File: config.mk
export PLATFORM = sky130hd
export DESIGN_NAME = cordic_phase_demod_flat
export DESIGN_NICKNAME = d
export VERILOG_FILES = /design/src/rtl/cordic_phase_demod_if.sv /design/src/rtl/cordic_phase_demod.sv /design/src/flat_wrapper.sv
export SDC_FILE = /design/constraint.sdc
export NUM_CORES = 1
export LEC_CHECK = 0
export CORE_MARGIN = 2
export CORE_UTILIZATION = 40
export DETAILED_ROUTE_END_ITERATION = 10
export GPL_ROUTABILITY_DRIVEN = 0
export HOLD_SLACK_MARGIN = 0.03
export PLACE_DENSITY = 0.63
export SYNTH_ARGS = -nofsm -noshare
export SYNTH_HDL_FRONTEND = slang
export SYNTH_SLANG_ARGS = --single-unit
File: constraint.sdc
create_clock -name clk -period 5.05 [get_ports clk]
set_input_delay 1.515 -clock clk [delete_from_list [all_inputs] [get_ports clk]]
set_output_delay 1.515 -clock clk [all_outputs]
set_load 0.005 [all_outputs]
File: src/rtl/cordic_phase_demod_if.sv
// cordic_phase_demod_if: sample-in / result-out bundle between the IQ demodulator, the CORDIC and the symbol decision stage.
// Latency: none (wires only).
// No backpressure: the producer strobes demod_iq_valid and the consumer watches cordic_valid and overrun_o.
interface cordic_phase_demod_if #(
  parameter int IN_W    = 5,
  parameter int PHASE_W = 8
);
  logic                      demod_iq_valid;
  logic signed [IN_W-1:0]    I_BB;
  logic signed [IN_W-1:0]    Q_BB;
  logic                      cordic_valid;
  logic signed [PHASE_W-1:0] phase_o;
  logic signed [PHASE_W-1:0] freq_o;
  logic [IN_W+1:0]           mag_o;
  logic                      busy_o;
  logic                      overrun_o;

  // Demodulator side: drives samples, observes results.
  modport master (
    output demod_iq_valid, I_BB, Q_BB,
    input  cordic_valid, phase_o, freq_o, mag_o, busy_o, overrun_o
  );

  // CORDIC side: consumes samples, produces results.
  modport slave (
    input  demod_iq_valid, I_BB, Q_BB,
    output cordic_valid, phase_o, freq_o, mag_o, busy_o, overrun_o
  );
endinterface

File: src/rtl/cordic_phase_demod.sv
// cordic_phase_demod: iterative vectoring CORDIC giving phase, scaled magnitude and wrapped phase step per IQ sample.
// Latency: ITER clocks from the accepted valid edge to the result edge; throughput one sample per ITER+1 clocks.
// No backpressure: a valid seen while busy is dropped and latches the sticky overrun_o flag.
module cordic_phase_demod #(
  parameter int IN_W    = 5,
  parameter int PHASE_W = 8,   // atan table is derived from 16-bit-circle values, so keep PHASE_W <= 15
  parameter int ITER    = 4    // 1..6
) (
  input logic                  clk,
  input logic                  resetn,
  cordic_phase_demod_if.slave  bus
);

  // Two guard bits cover the CORDIC gain, one more lets -2^(IN_W-1) negate cleanly.
  localparam int XW = IN_W + 3;
  localparam int CW = 3;

  typedef enum logic {IDLE, ROTATE} state_t;

  state_t                    state_q, state_d;
  logic [CW-1:0]             cnt_q, cnt_d;
  logic signed [XW-1:0]      x_q, x_d;
  logic signed [XW-1:0]      y_q, y_d;
  logic signed [PHASE_W-1:0] z_q, z_d;
  logic                      zero_q, zero_d;
  logic signed [PHASE_W-1:0] prev_q, prev_d;
  logic signed [PHASE_W-1:0] phase_q, phase_d;
  logic signed [PHASE_W-1:0] freq_q, freq_d;
  logic [IN_W+1:0]           mag_q, mag_d;
  logic                      valid_q, valid_d;
  logic                      overrun_q, overrun_d;

  logic signed [XW-1:0]      ext_i, ext_q;
  logic signed [XW-1:0]      x_sh, y_sh;
  logic signed [XW-1:0]      x_rot, y_rot;
  logic signed [PHASE_W-1:0] z_rot, z_fin, atan_v;

  // atan(2^-i) in phase units, rounded from a 2^16-per-circle table.
  function automatic logic signed [PHASE_W-1:0] atan_rom(input logic [CW-1:0] idx);
    int fine;
    case (idx)
      3'd0:    fine = 8192;
      3'd1:    fine = 4836;
      3'd2:    fine = 2555;
      3'd3:    fine = 1297;
      3'd4:    fine = 651;
      3'd5:    fine = 326;
      default: fine = 0;
    endcase
    return PHASE_W'((fine + (1 << (15 - PHASE_W))) >>> (16 - PHASE_W));
  endfunction

  // Next-state, load/pre-rotation, micro-rotation and result capture.
  always_comb begin
    state_d   = state_q;
    cnt_d     = cnt_q;
    x_d       = x_q;
    y_d       = y_q;
    z_d       = z_q;
    zero_d    = zero_q;
    prev_d    = prev_q;
    phase_d   = phase_q;
    freq_d    = freq_q;
    mag_d     = mag_q;
    valid_d   = 1'b0;
    overrun_d = overrun_q;

    ext_i  = {{(XW-IN_W){bus.I_BB[IN_W-1]}}, bus.I_BB};
    ext_q  = {{(XW-IN_W){bus.Q_BB[IN_W-1]}}, bus.Q_BB};
    x_sh   = x_q >>> cnt_q;
    y_sh   = y_q >>> cnt_q;
    atan_v = atan_rom(cnt_q);

    // Rotate toward the positive x axis; both updates use the pre-edge x/y.
    if (!y_q[XW-1]) begin
      x_rot = x_q + y_sh;
      y_rot = y_q - x_sh;
      z_rot = z_q + atan_v;
    end else begin
      x_rot = x_q - y_sh;
      y_rot = y_q + x_sh;
      z_rot = z_q - atan_v;
    end
    z_fin = zero_q ? '0 : z_rot;

    case (state_q)
      IDLE: begin
        if (bus.demod_iq_valid) begin
          // Left half-plane: rotate by pi first so the CORDIC only sees |angle| <= pi/2.
          if (bus.I_BB[IN_W-1]) begin
            x_d = -ext_i;
            y_d = -ext_q;
            z_d = {1'b1, {(PHASE_W-1){1'b0}}};
          end else begin
            x_d = ext_i;
            y_d = ext_q;
            z_d = '0;
          end
          zero_d  = (bus.I_BB == '0) && (bus.Q_BB == '0);
          cnt_d   = '0;
          state_d = ROTATE;
        end
      end
      ROTATE: begin
        if (bus.demod_iq_valid) begin
          overrun_d = 1'b1;
        end
        x_d   = x_rot;
        y_d   = y_rot;
        z_d   = z_rot;
        cnt_d = cnt_q + CW'(1);
        if (cnt_q == CW'(ITER - 1)) begin
          phase_d = z_fin;
          mag_d   = zero_q ? '0 : x_rot[IN_W+1:0];
          freq_d  = z_fin - prev_q;
          prev_d  = z_fin;
          valid_d = 1'b1;
          state_d = IDLE;
        end
      end
      default: state_d = IDLE;
    endcase
  end

  // State, datapath and output registers; reset aborts any in-flight sample.
  always_ff @(posedge clk or negedge resetn) begin
    if (!resetn) begin
      state_q   <= IDLE;
      cnt_q     <= '0;
      x_q       <= '0;
      y_q       <= '0;
      z_q       <= '0;
      zero_q    <= 1'b0;
      prev_q    <= '0;
      phase_q   <= '0;
      freq_q    <= '0;
      mag_q     <= '0;
      valid_q   <= 1'b0;
      overrun_q <= 1'b0;
    end else begin
      state_q   <= state_d;
      cnt_q     <= cnt_d;
      x_q       <= x_d;
      y_q       <= y_d;
      z_q       <= z_d;
      zero_q    <= zero_d;
      prev_q    <= prev_d;
      phase_q   <= phase_d;
      freq_q    <= freq_d;
      mag_q     <= mag_d;
      valid_q   <= valid_d;
      overrun_q <= overrun_d;
    end
  end

  assign bus.cordic_valid = valid_q;
  assign bus.phase_o      = phase_q;
  assign bus.freq_o       = freq_q;
  assign bus.mag_o        = mag_q;
  assign bus.busy_o       = (state_q == ROTATE);
  assign bus.overrun_o    = overrun_q;

endmodule

File: src/flat_wrapper.sv
// flat-port wrapper written by rule: the top's interface ports become plain ports
module cordic_phase_demod_flat 
#(
  parameter int IN_W    = 5,
  parameter int PHASE_W = 8,                                                                            
  parameter int ITER    = 4           
)
  (clk, resetn, bus_demod_iq_valid, bus_I_BB, bus_Q_BB, bus_cordic_valid, bus_phase_o, bus_freq_o, bus_mag_o, bus_busy_o, bus_overrun_o);
  cordic_phase_demod_if #(.IN_W(IN_W), .PHASE_W(PHASE_W)) bus_i ();
  input logic clk;
  input logic resetn;
  input wire logic [$bits(bus_i.demod_iq_valid)-1:0] bus_demod_iq_valid;
  input wire logic [$bits(bus_i.I_BB)-1:0] bus_I_BB;
  input wire logic [$bits(bus_i.Q_BB)-1:0] bus_Q_BB;
  output wire logic [$bits(bus_i.cordic_valid)-1:0] bus_cordic_valid;
  output wire logic [$bits(bus_i.phase_o)-1:0] bus_phase_o;
  output wire logic [$bits(bus_i.freq_o)-1:0] bus_freq_o;
  output wire logic [$bits(bus_i.mag_o)-1:0] bus_mag_o;
  output wire logic [$bits(bus_i.busy_o)-1:0] bus_busy_o;
  output wire logic [$bits(bus_i.overrun_o)-1:0] bus_overrun_o;
  assign bus_i.demod_iq_valid = bus_demod_iq_valid;
  assign bus_i.I_BB = bus_I_BB;
  assign bus_i.Q_BB = bus_Q_BB;
  assign bus_cordic_valid = bus_i.cordic_valid;
  assign bus_phase_o = bus_i.phase_o;
  assign bus_freq_o = bus_i.freq_o;
  assign bus_mag_o = bus_i.mag_o;
  assign bus_busy_o = bus_i.busy_o;
  assign bus_overrun_o = bus_i.overrun_o;
  cordic_phase_demod #(.IN_W(IN_W), .PHASE_W(PHASE_W), .ITER(ITER)) u_core (.clk(clk), .resetn(resetn), .bus(bus_i));
endmodule
# Yosys cells after proc, flatten, opt, wreduce, memory -nomap -nowiden
# Index checks and enable logic that the tools add are counted.
# word_totals
regBits	54
in_bits	13
out_inout_bits	26
wordCells	60
# classes
addsub	11
eq_ne	6
shifts	2
muxes	22
bitwise	1
n_reduce_logical	7
# ops
op	n
14-bit one-hot mux with 6 select lines	1
8-bit two-way mux	10
8-bit one-hot mux with 2 select lines	3
8-bit subtractor	4
8-bit adder	3
5-bit negator with 8-bit output	2
8-bit by 3-bit >>> shifter with 8-bit output	2
14-bit by 8-bit adder with 15-bit output, second input constant	1
5-bit zero test	2
7-bit two-way mux	1
3-bit by 2-bit equality test with 1-bit output, second input constant	2
3-bit equality test, second input constant	2
3-bit one-hot mux with 2 select lines	1
2-bit AND reduction	3
1-bit two-way mux	4
3-bit by 1-bit adder with 3-bit output, second input constant	1
3-bit by 1-bit equality test with 1-bit output, second input constant	1
3-bit zero test	1
3-bit two-way mux	1
2-bit != test, second input constant	1
1-bit one-hot mux with 2 select lines	1
1-bit logical AND	1
1-bit inverter	1

# Longest topological paths before layout
# Gate-level depths: netlist (run 1).
# depth
depth_word	7
depth_mapped	25

# Worst setup path after synthesis (run 1)
# No wires, ideal clock.
# synth_timing
path_type	reg-to-reg
from	reg u_core.cnt_q[2]
to	reg u_core.freq_q[7], in the netlist u_core.bus.freq_o[7]
setup_ns	0.104
arrival_time_ns	4.786
required_time_ns	4.946
slack_ns	0.160
path_stages_with_launch	26
n_path_buf	3
path_cell_list	dfrtp_1 buf_2 inv_1 clkbuf_1 ha_1 clkbuf_1 nor3_1 a21oi_1 nor2_1 a41oi_1 ha_1 nor2_1 a21oi_1 fa_1 nor2b_1 o21ai_0 a21oi_1 o21ai_0 a21boi_0 nor3_1 ha_1 nor3_1 nand3_1 and3_1 or3_1 o311ai_1
# synth_via
elab_chain_cells	7
# synth_rtl
element	line_no	text
start, declared	cordic_phase_demod.sv:21	logic [CW-1:0] cnt_q, cnt_d;
start signal, assigned	cordic_phase_demod.sv:142	cnt_q <= cnt_d;
3-bit equality test (tied with other cells)	cordic_phase_demod.sv:41	case (idx)
14-bit one-hot mux with 6 select lines (*)	cordic_phase_demod.sv:41	
14-bit by 8-bit adder with 15-bit output (*)	cordic_phase_demod.sv:50	return PHASE_W'((fine + (1 << (15 - PHASE_W))) >>> (16 - PHASE_W));
8-bit adder or 8-bit subtractor (tied branches)	cordic_phase_demod.sv:78, cordic_phase_demod.sv:82	
8-bit two-way mux (*)	cordic_phase_demod.sv:75	if (!y_q[XW-1]) begin
8-bit two-way mux (*)	cordic_phase_demod.sv:84	z_fin = zero_q ? '0 : z_rot;
via u_core.z_fin[6]	cordic_phase_demod.sv:36	logic signed [PHASE_W-1:0] z_rot, z_fin, atan_v;
8-bit subtractor (*)	cordic_phase_demod.sv:115	freq_d = z_fin - prev_q;
end signal, assigned	cordic_phase_demod.sv:149	freq_q <= freq_d;
end, declared	cordic_phase_demod.sv:28	logic signed [PHASE_W-1:0] freq_q, freq_d;
# The timed path passes the listed nets; every way through them passes the cells marked *.
# A chain may end at the register's enable or synchronous reset.

# Worst setup path after layout (run 1)
# layout_timing
from	reg u_core.cnt_q[0]
to	reg u_core.freq_q[7], in the netlist u_core.bus.freq_o[7]
# Same word-level chain as after synthesis.

==> results.toml, run 1 <==
[logic_synthesis]
synth_fp_nets = 623
async_reset_ff_share_pct = 100
yosysSeqAreaShare_pct = 28.1
synth_area_um2 = 4810
synth_top_cells_by_area = "dfrtp_1, ha_1, o21ai_0"
synthFlopType = "dfrtp_1"
yosys_warnings = 0
synthDominantAreaCellType = "dfrtp_1"
postSynthAreaPerCell_um2 = 8.49
netlist_instances = 567
ys_ff_latch = 54
netlist.area_leader.share_pct = 28.1
yosys_cell_types = 66
synth_edf_count = 0

[finish]
post_layout_nonfiller_instances = 736
final_layout_size_suffix_gt1_share_pct = 7.64
antenna_cells_inserted = 0
multiInputGateArea_um2 = 3140
synthToLayoutAreaGrowth_pct = 13.3
fillers = 1172
area.sequential_um2 = 1350
design.final.nets = 644

[critical_path]
critical_path_buf_inv_count = 2
cpPeakStageDelay_ps = 440
setup.worst_path.start = "u_core.cnt_q[0]"
critical_path.reg2reg.startpoint = "u_core.cnt_q[0]"
reg2regPathDepth = 21
worst_ep_arrival_time_ps = 4880
r2r_slack_ps = 370
crit_required_ps = 5250
timing.critical_path.fanout_max = 12
critical_path.top_delay_family = "simple AND/OR/NAND/NOR gates"
critical_path.endpoint_type = "flip-flop"
cp_common_cell = "ha_1"
worstSetupStartpointType = "flip-flop"
worst_r2r_endpoint = "u_core.bus.freq_o[7]"
slowest_stage = "dfrtp_1"
setup.worst_path.class = "flip-flop to flip-flop"
path_cells = "ha_1 > ha_1 > buf_4 > inv_1 > a41oi_2 > ha_1 > nor2_1 > xor2_1 > ha_1 > nor2b_1 > o21ai_0 > a21oi_1 > o21ai_1 > nor3b_2 > nor3_1 > ha_1 > nor3_1 > nand3_1 > and3_1 > or3_1 > o311ai_1"
critical_path.endpoint = "u_core.bus.freq_o[7]"
cp_num_cells = 21

[floorplanning]
die_area_um2 = 12900
floorplan.die.width_um = 114
pin_count = 39
initial_utilization_pct = 40.6
rows = 40
area_of_the_core_region_um2 = 11900
die_height_um = 114

[timing]
final_tns_setup_ps = 0
final_hold_viol_count = 0
layout_min_cycle_time_ps = 4680
slew_headroom_pct = 32.6
report.final.slew_viol_count = 0
setup_viol = 0
final_critical_path_setup_slack_ps = 369
max_freq_mhz = 214
final.setup_skew_ps = 6.52
hold_ws_ps = 463
timing_worst_slew_pin_value_ps = 1010
final.period_utilization_pct = 92.7
grt_setup_unrepaired = "no"

[clocking]
holdBufCountCts = 0
cts_max_path_buffers = 2
cts-htree-levels = 2
cts_buffers = 5
cts_resized = 0
cts_tree = "yes"
post-cts-setup-buffers = 0
cts_sinks = 54
path_clk_slew_ps = 80
cts_root_buf = "clkbuf_16"
clkLatencyLatePin_ps = 300

[flow_run]
max-cap-violations = 0

[global_routing]
gr-usage-all-layers_pct = 17.9
grt_pass1_wl_mm = 18.9
grt_overflow_total = 0
grt_max_degree = 43
number_of_global_route_vias_before_repair = 4040
grt_antenna_before_repair = 0

[drt]
remaining_drc_errors = 0
totalWireLength_mm = 11.3
avgRoutedWirePerCell_um = 15.4
avgViaCountPerCell = 5.60
number_of_detailed_routing_iterations_run_before_antenna_repair = 4
ant_nets = 0
detailroute.via_count = 4118
dr.first_iter.drc_count = 211

[placed_design]
numPortBuffers = 38
dpl.hpwl_mm = 8.50
placement.setup.worst_slack_ps = 255
placedCellCount = 728

[outcome]
run_status = "complete, no violations"

[worst_hold_path]
worst_hold_path_type = "flip-flop to flip-flop"
## final cells by class
| type | count | share of cell area [%] |
|---|---|---|
| inverter | 42 | 2.89 |
| multi-input combinational | 435 | 57.7 |
| clock inverter | 3 | 0.459 |
| tap | 147 | 3.37 |
| timing repair buffer | 50 | 8.54 |
| sequential | 54 | 24.8 |
| clock buffer | 5 | 2.30 |
## placed cells by master, fill, tap and decap left out, types with 3 or more instances in the layout
cell / synthesis / routed
a31oi_1: 3 / 3
nor3_1: 8 / 8
buf_4: 1 / 12
o32ai_1: 3 / 3
clkdlybuf4s50_1: 0 / 37
a21oi_1: 31 / 31
clkbuf_16: 0 / 5
or3_1: 3 / 3
xnor2_1: 17 / 17
a21boi_0: 6 / 5
a21o_1: 5 / 5
fa_1: 4 / 4
inv_1: 42 / 42
o21ai_0: 54 / 53
nor3b_1: 9 / 8
nand2_1: 66 / 66
o211ai_1: 8 / 8
or2_2: 4 / 4
a22o_1: 5 / 5
o31ai_1: 16 / 16
o22ai_1: 4 / 4
xor2_1: 11 / 11
nor2b_1: 10 / 10
dfrtp_1: 54 / 54
ha_1: 39 / 39
nand3_1: 10 / 10
mux2i_1: 15 / 15
nand2b_1: 4 / 4
mux4_2: 6 / 6
mux2_2: 3 / 3
nor2_1: 46 / 46
o41ai_1: 3 / 3
## per-stage QoR
| stage | instance area (um2) | utilization [%] |
|---|---|---|
| 2_1_floorplan | 4810 | - |
| 3_3_place_gp | 5290 | 44.6 |
| 3_5_place_dp | 5290 | 44.6 |
| 4_1_cts | 5440 | 45.9 |
| 5_1_grt | 5450 | 46.0 |
| 6_report | 5450 | 46.0 |
## synth_stat cells (6+ instances only)
cell      count
a21boi_0      6
a21oi_1      31
clkbuf_1     25
dfrtp_1      54
ha_1         39
inv_1        42
mux2i_1      15
mux4_2        6
nand2_1      66
nand3_1      10
nor2_1       46
nor2b_1      10
nor3_1        8
nor3b_1       9
o211ai_1      8
o21ai_0      54
o31ai_1      16
xnor2_1      17
xor2_1       11
## worst min path at each step
stage / endpoint / slack [ps] / depth (start not counted) / from
4_1_cts: u_core.bus.overrun_o / 470 / 1 / u_core.bus.overrun_o
2_1_floorplan: u_core.bus.overrun_o / 450 / 1 / u_core.bus.overrun_o
3_3_place_gp: u_core.bus.overrun_o / 440 / 1 / u_core.bus.overrun_o
6_report: u_core.bus.overrun_o / 460 / 1 / u_core.bus.overrun_o
3_5_place_dp: u_core.bus.overrun_o / 450 / 1 / u_core.bus.overrun_o
5_1_grt: u_core.bus.overrun_o / 490 / 1 / u_core.bus.overrun_o
## worst register-to-register path, cell delays in order (launching register included)
cell,delay (ps)
dfrtp_1,440
ha_1,230
ha_1,190
buf_4,170
inv_1,120
a41oi_2,160
ha_1,260
nor2_1,140
xor2_1,180
ha_1,290
nor2b_1,150
o21ai_0,210
a21oi_1,120
o21ai_1,180
nor3b_2,280
nor3_1,90
ha_1,220
nor3_1,240
nand3_1,150
and3_1,210
or3_1,300
o311ai_1,240
## logic make-up (layout without fill, tap and decap cells)
family                     after synthesis  after routing  synth area share (%)
AOI/OAI and AO/OA                      159            159                  21.3
muxes                                   27             27                  8.19
xor gates and xnor gates                31             31                  6.52
and+or+nand+nor                        175            175                  17.2
DFF                                     54             54                  28.1
buffers and inverters                   78            100                  6.89
adders and majority gates               43             43                  11.8
## layer usage
layer | track usage [%] | share of wire (%) | up-vias | wire length, um
met4 | 4.55 | 1.1 | 0 | 120
li1 | - | - | 2060 | -
met1 | 23.1 | 45 | 1975 | 5070
met2 | 31.8 | 51 | 70 | 5720
met5 | 0 | 0 | - | 0
met3 | 2.44 | 3.5 | 13 | 396
## flip-flops by register name, indices dropped and copies added (netlist names)
signal,count
u_core.prev_q,8
u_core.bus.mag_o,7
u_core.y_q,8
u_core.x_q,8
u_core.bus.busy_o,1
u_core.bus.freq_o,8
u_core.zero_q,1
u_core.z_q,8
u_core.bus.overrun_o,1
u_core.bus.cordic_valid,1
u_core.cnt_q,3
Power of run 1 is not shown: default switching activity piles up to over one toggle a cycle in this logic, so the estimate is an artifact.
==> run 2: changes to the inputs <==
- CORE_MARGIN: 2 -> 4
==> results.toml, run 2 (synthesized netlist as in run 1, its figures left out) <==
[placed_design]
dpl.hpwl_mm = 8.48
numPortBuffers = 38
placedInstanceArea_um2 = 5280
placedCellCount = 724

[timing]
final.setup_skew_ps = 6.24
report.final.slew_viol_count = 0
slew_headroom_pct = 40.4
final.period_utilization_pct = 92.7
max_freq_mhz = 214
final_hold_viol_count = 0
setup_viol = 0
timing_worst_slew_pin_value_ps = 893
layout_min_cycle_time_ps = 4680

[finish]
final_layout_size_suffix_gt1_share_pct = 7.47
design.final.nets = 644
synthToLayoutAreaGrowth_pct = 13.0
antenna_cells_inserted = 0
layout.cells.most_common = "nand2_1"
highest_count_cells_in_the_layout_ignoring_fill_and_taps = "nand2_1, o21ai_0, dfrtp_1, nor2_1, inv_1"
finalInstanceArea_um2 = 5440
post_layout_nonfiller_instances = 732

[clocking]
cts_max_path_buffers = 2
cts_tree = "yes"
cts_root_buf = "clkbuf_16"
clkLatencyLatePin_ps = 300
cts_sinks = 54
path_clk_slew_ps = 80
holdBufCountCts = 0
cts-htree-levels = 2
cts_buffers = 5

[critical_path]
setup.worst_path.start = "u_core.cnt_q[1]"
worst_ep_arrival_time_ps = 4880
path_cells = "inv_1 > ha_1 > inv_1 > nor3_1 > a21oi_1 > nor2_1 > a41oi_2 > ha_1 > nor2_1 > a21oi_1 > fa_1 > nor2b_1 > o21ai_0 > a21oi_1 > nand2b_1 > nor2_1 > ha_1 > and3_1 > a21oi_1 > nand3_1 > and3_1 > or3_1 > o311ai_1"
critical_path.reg2reg.startpoint = "u_core.cnt_q[1]"
cp_common_cell = "a21oi_1"
critical_path.endpoint_type = "flip-flop"
slowest_stage = "fa_1"
reg2regPathDepth = 23
timing.critical_path.fanout_max = 7
worstSetupStartpointType = "flip-flop"
cpPeakStageDelay_ps = 460
crit_required_ps = 5250
setup.worst_path.class = "flip-flop to flip-flop"

[floorplanning]
pin_count = 39
initial_utilization_pct = 41.4
area_of_the_core_region_um2 = 11600
floorplan.die.width_um = 118
die_area_um2 = 13900
rows = 39
die_height_um = 118

[global_routing]
grt_pass1_wl_mm = 19.3
gr-usage-all-layers_pct = 16.5
grt_antenna_before_repair = 0
grt_overflow_total = 0
number_of_global_route_vias_before_repair = 4018
grt_max_degree = 43

[flow_run]
max-cap-violations = 0

[drt]
avgRoutedWirePerCell_um = 15.6
remaining_drc_errors = 0
avgViaCountPerCell = 5.70
totalWireLength_mm = 11.4
number_of_detailed_routing_iterations_run_before_antenna_repair = 4
ant_nets = 0
dr.first_iter.drc_count = 234
detailroute.via_count = 4174

[worst_hold_path]
worst_hold_path.num_cells = 1
worst_hold_path_type = "flip-flop to flip-flop"
timing.hold.worst.start = "u_core.bus.overrun_o"

[outcome]
run_status = "complete, no violations"
==> run 2: path summary, 6_finish.rpt <==
| path | to | slack (ps) |
|---|---|---|
| worst max-delay path | u_core.bus.freq_o[7] | 370 |
| worst min-delay path | u_core.bus.overrun_o | 470 |
| worst max register to register | u_core.bus.freq_o[7] | 370 |
| worst min register to register | u_core.bus.overrun_o | 470 |
| max in group asynchronous | u_core.x_q[3] | 2940 |
| min in group asynchronous | u_core.bus.freq_o[2] | 1330 |
==> run 2: cell type report <==
cell class / instances / area (um2)
clock inverter: 2 / 16.3
inverter: 42 / 158
tap: 143 / 179
fill: 1170 / 6170
multi-input combinational: 435 / 3140
timing repair buffer: 50 / 465
sequential: 54 / 1350
clock buffer: 6 / 129
==> run 2: metrics by stage <==
step	TNS (ps)	utilization, %	setup WS, ps	hold slack [ps]
finish	0	46.9	371	472
CTS	0	46.7	287	476
global placement	0	45.5	507	443
detailed placement	0	45.5	325	455
floorplan	0	-	160	451
global route	-5.50	46.9	-5.50	509
==> run 2: per-layer routing <==
layer | up-vias | part of all wire, % | GRT usage [%] | wire (um)
li1 | 2057 | - | - | -
met1 | 2020 | 45 | 21.1 | 5170
met2 | 82 | 49 | 29.1 | 5650
met3 | 15 | 4.2 | 3.03 | 475
met4 | 0 | 1.2 | 3.37 | 133
met5 | - | 0 | 0 | 0
==> run 2: what timing repair did <==
action                                  4_1_cts  5_1_grt
endpoints found under the hold margin         0        0
resized for setup                             0        3
buffers inserted                              0        0
endpoints found under the setup margin        0        1
==> run 2: critical path, delay by kind of cell, from the launching register on <==
family | cells | cell delay, ps
and+or+nand+nor | 10 | 1390
adders and majority gates | 4 | 1310
AOI/OAI and AO/OA | 7 | 1170
DFF | 1 | 430
buffers and inverters | 2 | 280
Power of run 2 is left out for the same reason.
==> run 3: changes to the inputs <==
--- a/config.mk
+++ b/config.mk
@@ -12,3 +12,3 @@
 export HOLD_SLACK_MARGIN = 0.03
-export PLACE_DENSITY = 0.63
+export PLACE_DENSITY = 0.6
 export SYNTH_ARGS = -nofsm -noshare
==> constraint.sdc (replaced) <==
create_clock -name clk -period 5.7 [get_ports clk]
set_input_delay 1.14 -clock clk [delete_from_list [all_inputs] [get_ports clk]]
set_output_delay 1.14 -clock clk [all_outputs]
set_load 0.005 [all_outputs]
==> results.toml, run 3 (synthesized netlist as in run 1, its figures left out) <==
[floorplanning]
area_of_the_core_region_um2 = 11600
floorplan.die.width_um = 118
die_height_um = 118
pin_count = 39
rows = 39
die_area_um2 = 13900
initial_utilization_pct = 41.4

[timing]
final.period_utilization_pct = 87.7
layout_min_cycle_time_ps = 5000
report.final.slew_viol_count = 0
timing_worst_slew_pin_value_ps = 966
final_tns_setup_ps = 0
max_freq_mhz = 200
final.setup_skew_ps = 5.92
setup_viol = 0
slew_headroom_pct = 35.6
hold_ws_ps = 470
grt_setup_unrepaired = "no"
final_hold_viol_count = 0

[finish]
design.final.nets = 640
synthToLayoutAreaGrowth_pct = 12.3
layout.cells.most_common = "nand2_1"
finish.utilization_pct = 46.5
highest_count_cells_in_the_layout_ignoring_fill_and_taps = "nand2_1, o21ai_0, dfrtp_1, nor2_1, inv_1"
fillers = 1156
final_layout_size_suffix_gt1_share_pct = 6.67
antenna_cells_inserted = 0

[clocking]
cts_buffers = 5
cts_max_path_buffers = 2
clkLatencyLatePin_ps = 300
path_clk_slew_ps = 80
post-cts-setup-buffers = 0
cts_sinks = 54
cts_root_buf = "clkbuf_16"
cts-htree-levels = 2
cts_tree = "yes"

[critical_path]
worst_ep_arrival_time_ps = 5200
timing.critical_path.fanout_max = 30
setup.worst_path.class = "flip-flop to flip-flop"
crit_required_ps = 5900
critical_path.endpoint_type = "flip-flop"
worstSetupStartpointType = "flip-flop"

[flow_run]
max-cap-violations = 0

[drt]
ant_nets = 0
totalWireLength_mm = 11.6
remaining_drc_errors = 0
avgViaCountPerCell = 5.71
avgRoutedWirePerCell_um = 15.9
number_of_detailed_routing_iterations_run_before_antenna_repair = 4
detailroute.via_count = 4157
dr.first_iter.drc_count = 202

[global_routing]
grt_overflow_total = 0
gr-usage-all-layers_pct = 17.3
grt_max_degree = 55
grt_pass1_wl_mm = 20.1
grt_antenna_before_repair = 0
number_of_global_route_vias_before_repair = 4105

[placed_design]
dpl.hpwl_mm = 8.58
numPortBuffers = 38

[worst_hold_path]
worst_hold_path_type = "flip-flop to flip-flop"

[outcome]
run_status = "complete, no violations"
[run 3: critical path: stages, from the launching register on]
cell	delay [ps]
dfrtp_1	380
buf_4	330
inv_1	140
ha_1	300
nor3_1	200
a21oi_1	60
nor2_1	100
a41oi_1	80
ha_1	340
nor2_1	150
a21oi_1	80
fa_1	440
nor2b_1	120
o21ai_0	130
a21oi_1	190
o21ai_0	110
a21boi_0	320
nor3_1	110
ha_1	250
nor3_1	200
nand3_1	120
and3_1	200
or3_1	300
o311ai_1	240
[run 3: worst paths after layout]
| path | slack [ps] | cells after the start | start | to |
|---|---|---|---|---|
| worst max-delay path | 700 | 23 | u_core.cnt_q[0] | u_core.bus.freq_o[7] |
| worst min-delay path | 470 | 1 | u_core.bus.overrun_o | u_core.bus.overrun_o |
| worst max register to register | 700 | 23 | u_core.cnt_q[0] | u_core.bus.freq_o[7] |
| worst min register to register | 470 | 1 | u_core.bus.overrun_o | u_core.bus.overrun_o |
| max in group asynchronous | 4240 | 2 | resetn | u_core.y_q[6] |
| min in group asynchronous | 970 | 2 | resetn | u_core.bus.freq_o[2] |
[run 3: final cells by class]
cell class	count	area [um2]	area share, %
sequential	54	1350	25.0
timing repair buffer	46	435	8.06
inverter	42	158	2.92
multi-input combinational	435	3140	58.0
tap	143	179	3.31
clock inverter	2	17.5	0.324
clock buffer	6	129	2.38
[run 3: metal layers]
metal  up-vias  global-route usage, %  share of wire [%]
li1       2057                      -                  -
met1      2014                   21.8                 43
met2        73                   31.4                 52
met3        13                   2.50                3.9
met4         0                   3.37                1.2
met5         -                      0                  0
[run 3: repair_timing]
action	4_1_cts	5_1_grt
setup endpoints to repair	0	1
hold buffers	0	0
gates resized for setup	0	1
[run 3: metrics by stage]
stage               setup WS [ps]  cell area, um2  cells
finish                        700            5410    728
global route                 54.1            5410    728
CTS                           644            5400    728
detailed placement            677            5250    720
global placement              935            5250    720
floorplan                     810            4810    567
Power of run 3 is left out for the same reason.
==> RTL change 1, RTL diff (settings of run 1) <==
Reset style: synchronous (`resetn`), changed in one clocked block.
--- a/src/rtl/cordic_phase_demod.sv
+++ b/src/rtl/cordic_phase_demod.sv
@@ -124,5 +124,5 @@
 
   // State, datapath and output registers; reset aborts any in-flight sample.
-  always_ff @(posedge clk or negedge resetn) begin
+  always_ff @(posedge clk) begin
     if (!resetn) begin
       state_q   <= IDLE;
Check against the original RTL: differs if resetn is asserted again (counterexample within 4 cycles, from zero or initial values and one cycle with resetn low); with resetn held inactive, the same outputs for 10 cycles.
==> RTL change 1 against run 1 <==
- sequential cell count unchanged
- sequential share of layout area fell by 4.9 points
- area after synthesis shrank 0.94%
- non-clock buffer count fell by 2
- final area fell by 0.34%
- routed wire length rose by 12%
- worst setup slack gained 0.056 ns
- largest cell class unchanged
==> RTL change 1: results (changes against run 1) <==
Status:
- Result of the run: finished, final reports clean (unchanged).

Detailed routing:
- The routed length on met3 is 524 µm (was 396 µm).
- The final routed wirelength across all metal layers is 12,640 µm (was 11,310 µm).
- The average detailed-routed wire length per instance came to 16.44 µm (was 15.36 µm).
- The top routing layer in use is met5 (was met4).
- The amount of wire on met2 after detailed routing came to 5900 µm (was 5720 µm).
- The vias per cell was 5.752 (was 5.595).

Finish:
- The count of nets after finishing came to 681 (was 644).
- The number of fill cells in the layout is 1,143 (was 1,172).

GRT:
- The global-route usage over all layers was 0.1985 (was 0.1790).
- The global-route wire length before repair is 20,900 µm (was 18,870 µm).
- The global routing usage on met1 is 0.2681 (was 0.2307).

Logic synthesis:
- Most used standard cells in the synthesized netlist: sky130_fd_sc_hd__nor2_1, sky130_fd_sc_hd__dfxtp_1, sky130_fd_sc_hd__nand2_1 (was sky130_fd_sc_hd__nand2_1, sky130_fd_sc_hd__dfrtp_1, sky130_fd_sc_hd__o21ai_0).
- The count of unique library cells instantiated by Yosys is 69 (was 66).
- The synthesized area divided by synthesized cell count is 7.882 µm² (was 8.489 µm²).
- The share of synthesized cell area in full adder, half adder and majority cells is 0.1191 (was 0.1180).
- The most used flip-flop cell after synthesis is sky130_fd_sc_hd__dfxtp_1 (was sky130_fd_sc_hd__dfrtp_1).
- The share of async-settable or async-resettable flops after synthesis came to 0 (was 1.000).
- The net count after synthesis is 661 (was 623).
- Cells taking the most area after synthesis: sky130_fd_sc_hd__dfxtp_1, sky130_fd_sc_hd__ha_1, sky130_fd_sc_hd__nor2_1 (was sky130_fd_sc_hd__dfrtp_1, sky130_fd_sc_hd__ha_1, sky130_fd_sc_hd__o21ai_0).
- The fraction of synthesized area in multiplexers is 0.08922 (was 0.08188).

Placed design:
- The HPWL after detailed placement came to 9242 µm (was 8502 µm).
- The total placed cells including tap cells is 761 (was 728).
- The minimum setup slack after placement is 0.4167 ns (was 0.2547 ns).

Worst setup path:
- The arrival time at the worst endpoint is 4.85 ns (was 4.88 ns).
- The maximum fanout count along the critical path is 9 (was 12).
- The top cell family by delay on the critical path is compound AO/OA/AOI/OAI gates (was simple AND/OR/NAND/NOR gates).

Timing:
- The setup skew after layout was 0.006008 ns (was 0.006516 ns).

Worst hold path:
- The startpoint of the most critical hold path is u_core.bus.freq_o[7] (was u_core.bus.overrun_o).
-- RTL change 1: changes by cell type in the layout (fill, tap and decap cells not counted), moves of 4 or more --
cell	change
sky130_fd_sc_hd__o31ai_1	-8
sky130_fd_sc_hd__a211oi_1	+11
sky130_fd_sc_hd__o21ai_0	-17
sky130_fd_sc_hd__nor3_1	+8
sky130_fd_sc_hd__a21oi_1	+10
sky130_fd_sc_hd__nand2_1	-18
sky130_fd_sc_hd__dfrtp_1	-54
sky130_fd_sc_hd__and2_1	+7
sky130_fd_sc_hd__mux2i_1	-4
sky130_fd_sc_hd__dfxtp_1	+53
sky130_fd_sc_hd__nor2_1	+27
sky130_fd_sc_hd__a21o_1	+5
sky130_fd_sc_hd__nand2b_1	+8
sky130_fd_sc_hd__mux2_2	+8
-- RTL change 1: final timing paths --
path / end / slack [ns] / depth (start not counted)
worst max-delay path: u_core.bus.freq_o[7] / 0.43 / 18
worst min-delay path: u_core.bus.freq_o[7] / 0.45 / 2
worst max register to register: u_core.bus.freq_o[7] / 0.43 / 18
worst min register to register: u_core.bus.freq_o[7] / 0.45 / 2
-- RTL change 1: layout make-up --
type,instances,area (µm²),area share
inverter,40,150.1,0.02764
sequential,54,1082,0.1992
timing repair buffer,48,455.4,0.08383
clock inverter,2,38.79,0.007140
clock buffer,6,138.9,0.02556
tap,143,178.9,0.03293
multi-input combinational,476,3388,0.6237
-- RTL change 1: repair_timing --
item,4_1_cts,5_1_grt
setup endpoints to repair,0,1
hold buffers,0,0
resized for setup,0,1
-- RTL change 1: power by group through the flow --
stage               sequential, µW  clock, µW  combinational (µW)
floorplan                      522          0                1190
global placement               565          0                1430
detailed placement             565          0                1440
CTS                            555        434                1460
global route                   565        451                1660
finish                         557        428                1470
==> RTL change 2, RTL diff (flow settings as in run 1) <==
Made on the original files. `PHASE_W` is set to 8 in 3 places; all go to 7.
--- a/src/rtl/cordic_phase_demod_if.sv
+++ b/src/rtl/cordic_phase_demod_if.sv
@@ -4,5 +4,5 @@
 interface cordic_phase_demod_if #(
   parameter int IN_W    = 5,
-  parameter int PHASE_W = 8
+  parameter int PHASE_W = 7
 );
   logic                      demod_iq_valid;
--- a/src/rtl/cordic_phase_demod.sv
+++ b/src/rtl/cordic_phase_demod.sv
@@ -4,5 +4,5 @@
 module cordic_phase_demod #(
   parameter int IN_W    = 5,
-  parameter int PHASE_W = 8,   // atan table is derived from 16-bit-circle values, so keep PHASE_W <= 15
+  parameter int PHASE_W = 7,   // atan table is derived from 16-bit-circle values, so keep PHASE_W <= 15
   parameter int ITER    = 4    // 1..6
 ) (
--- a/src/flat_wrapper.sv
+++ b/src/flat_wrapper.sv
@@ -3,5 +3,5 @@
 #(
   parameter int IN_W    = 5,
-  parameter int PHASE_W = 8,                                                                            
+  parameter int PHASE_W = 7,                                                                            
   parameter int ITER    = 4           
 )
Interface: changed (resized bus_freq_o and bus_phase_o); port bits go from 39 to 37. No check against the original RTL was run, so the function may have changed too.
==> RTL change 2 against run 1 <==
- routed wire length is 4.7% lower
- sequential cell count is 3 lower
- area after synthesis shrank 6.3%
- die area fell by 6.1%
- via count is 4.1% lower
- worst setup slack better by 0.046 ns
- final area is 5.9% lower
Power is left out: the tool's default activity adds up to more than one toggle a clock period on the data nets, which glitch-free logic cannot reach.
==> RTL change 2: results (changes against run 1) <==
Finish:
- The number of fill cells in the layout was 1,077 (was 1,172).
- The relative area of non-clock buffer cells in the final design came to 0.08687 (was 0.08538).
- The share of layout cells above drive strength 1 is 0.06822 (was 0.07640).
- The non-clock inverter total of the final layout was 39 (was 42).
- The non-clock buffer count in the final layout was 48 (was 50).
- The multi-input logic portion of the cell area is 0.5732 (was 0.5765).
- The count of multi-input combinational gates is 411 (was 435).
- The count of nets after finishing came to 611 (was 644).
- The clock-cell share of area was 0.02831 (was 0.02754).
- The total non-filler cell area in the finished layout came to 5127 µm² (was 5451 µm²).
- The number of clock buffers in the layout came to 6 (was 5).
- The register fraction of the total cell area was 0.2489 (was 0.2479).

Timing:
- The pin slew with the least headroom to its limit is 0.8014 ns (was 1.011 ns).
- The setup skew after layout was 0.002949 ns (was 0.006516 ns).

Logic synthesis:
- Cells taking the most area after synthesis: sky130_fd_sc_hd__dfrtp_1, sky130_fd_sc_hd__ha_1, sky130_fd_sc_hd__o21ai_0 (unchanged).
- Most used standard cells in the synthesized netlist: sky130_fd_sc_hd__nand2_1, sky130_fd_sc_hd__dfrtp_1, sky130_fd_sc_hd__o21ai_0 (unchanged).
- The net count after synthesis came to 590 (was 623).
- The count of unique library cells instantiated by Yosys is 59 (was 66).
- The sequential share of the synthesized area is 0.2831 (was 0.2807).

Worst setup path:
- The top cell family by delay on the critical path is compound AO/OA/AOI/OAI gates (was simple AND/OR/NAND/NOR gates).
- The maximum fanout count along the critical path is 6 (was 12).
- The required time of the worst setup path is 5.26 ns (was 5.25 ns).
- The arrival time at the worst endpoint is 4.84 ns (was 4.88 ns).

CTS:
- The clock sink count is 51 (was 54).

Detailed routing:
- The average detailed-routed wire length per instance is 15.46 µm (was 15.36 µm).
- The total number of vias is 3,948 (was 4,118).
- The iteration count of the initial detailed-routing pass was 5 (was 4).
- The starting DRC count in detailed routing is 246 (was 211).

Placed design:
- The HPWL after detailed placement is 8125 µm (was 8502 µm).
- The area of placed instances is 4966 µm² (was 5289 µm²).
- The count of port buffers added during placement came to 36 (was 38).

Status:
- Result of the run: finished, final reports clean (unchanged).

GRT:
- The global-route wire length before repair is 17,770 µm (was 18,870 µm).
- The number of global-route vias before repair came to 3,717 (was 4,040).
- The global-route usage over all layers is 0.1869 (was 0.1790).

Worst hold path:
- The class of the most critical hold timing path is register to register (unchanged).
==> RTL change 2: cell types whose count changed after synthesis, sizes merged, moves of 4 or more <==
cell	change
buf	+4
nand3	-5
a21oi	-5
a211oi	+5
o21ai	-6
clkbuf	-6
==> RTL change 2: final timing paths <==
check	depth (start not counted)	endpoint	slack [ns]
setup / recovery	21	u_core.bus.freq_o[6]	0.42
hold / removal	1	u_core.bus.overrun_o	0.46
setup reg to reg	21	u_core.bus.freq_o[6]	0.42
hold reg to reg	1	u_core.bus.overrun_o	0.46
max in group asynchronous	2	u_core.y_q[3]	2.98
min in group asynchronous	1	u_core.bus.freq_o[1]	1.30
==> RTL change 2: metrics by stage <==
step / setup slack (ns) / hold WS (ns) / setup TNS, ns / cells / utilization
after floorplan: 0.3592 / 0.4510 / 0 / 535 / -
after global placement: 0.4265 / 0.4431 / 0 / 689 / 0.4541
after detailed placement: 0.2112 / 0.4439 / 0 / 689 / 0.4541
after CTS: 0.2271 / 0.4610 / 0 / 697 / 0.4674
after global routing: -0.01666 / 0.4828 / -0.01666 / 697 / 0.4689
final: 0.4154 / 0.4574 / 0 / 697 / 0.4689
==> RTL change 2: kinds of logic after synthesis <==
| family | Yosys count | share of synthesized area |
|---|---|---|
| DFF | 51 | 0.2831 |
| buffers and inverters | 73 | 0.06855 |
| adders and majority gates | 42 | 0.1232 |
| xor gates and xnor gates | 31 | 0.06938 |
| and+or+nand+nor | 164 | 0.1685 |
| muxes | 27 | 0.07521 |
| AOI/OAI and AO/OA | 147 | 0.2120 |
==> RTL change 2: metal layers <==
layer	wire [µm]	global-route usage	share of wire
met1	4832	0.2353	0.45
met2	5319	0.3243	0.49
met3	421	0.03116	0.039
met4	199	0.06339	0.018
met5	0	0	0
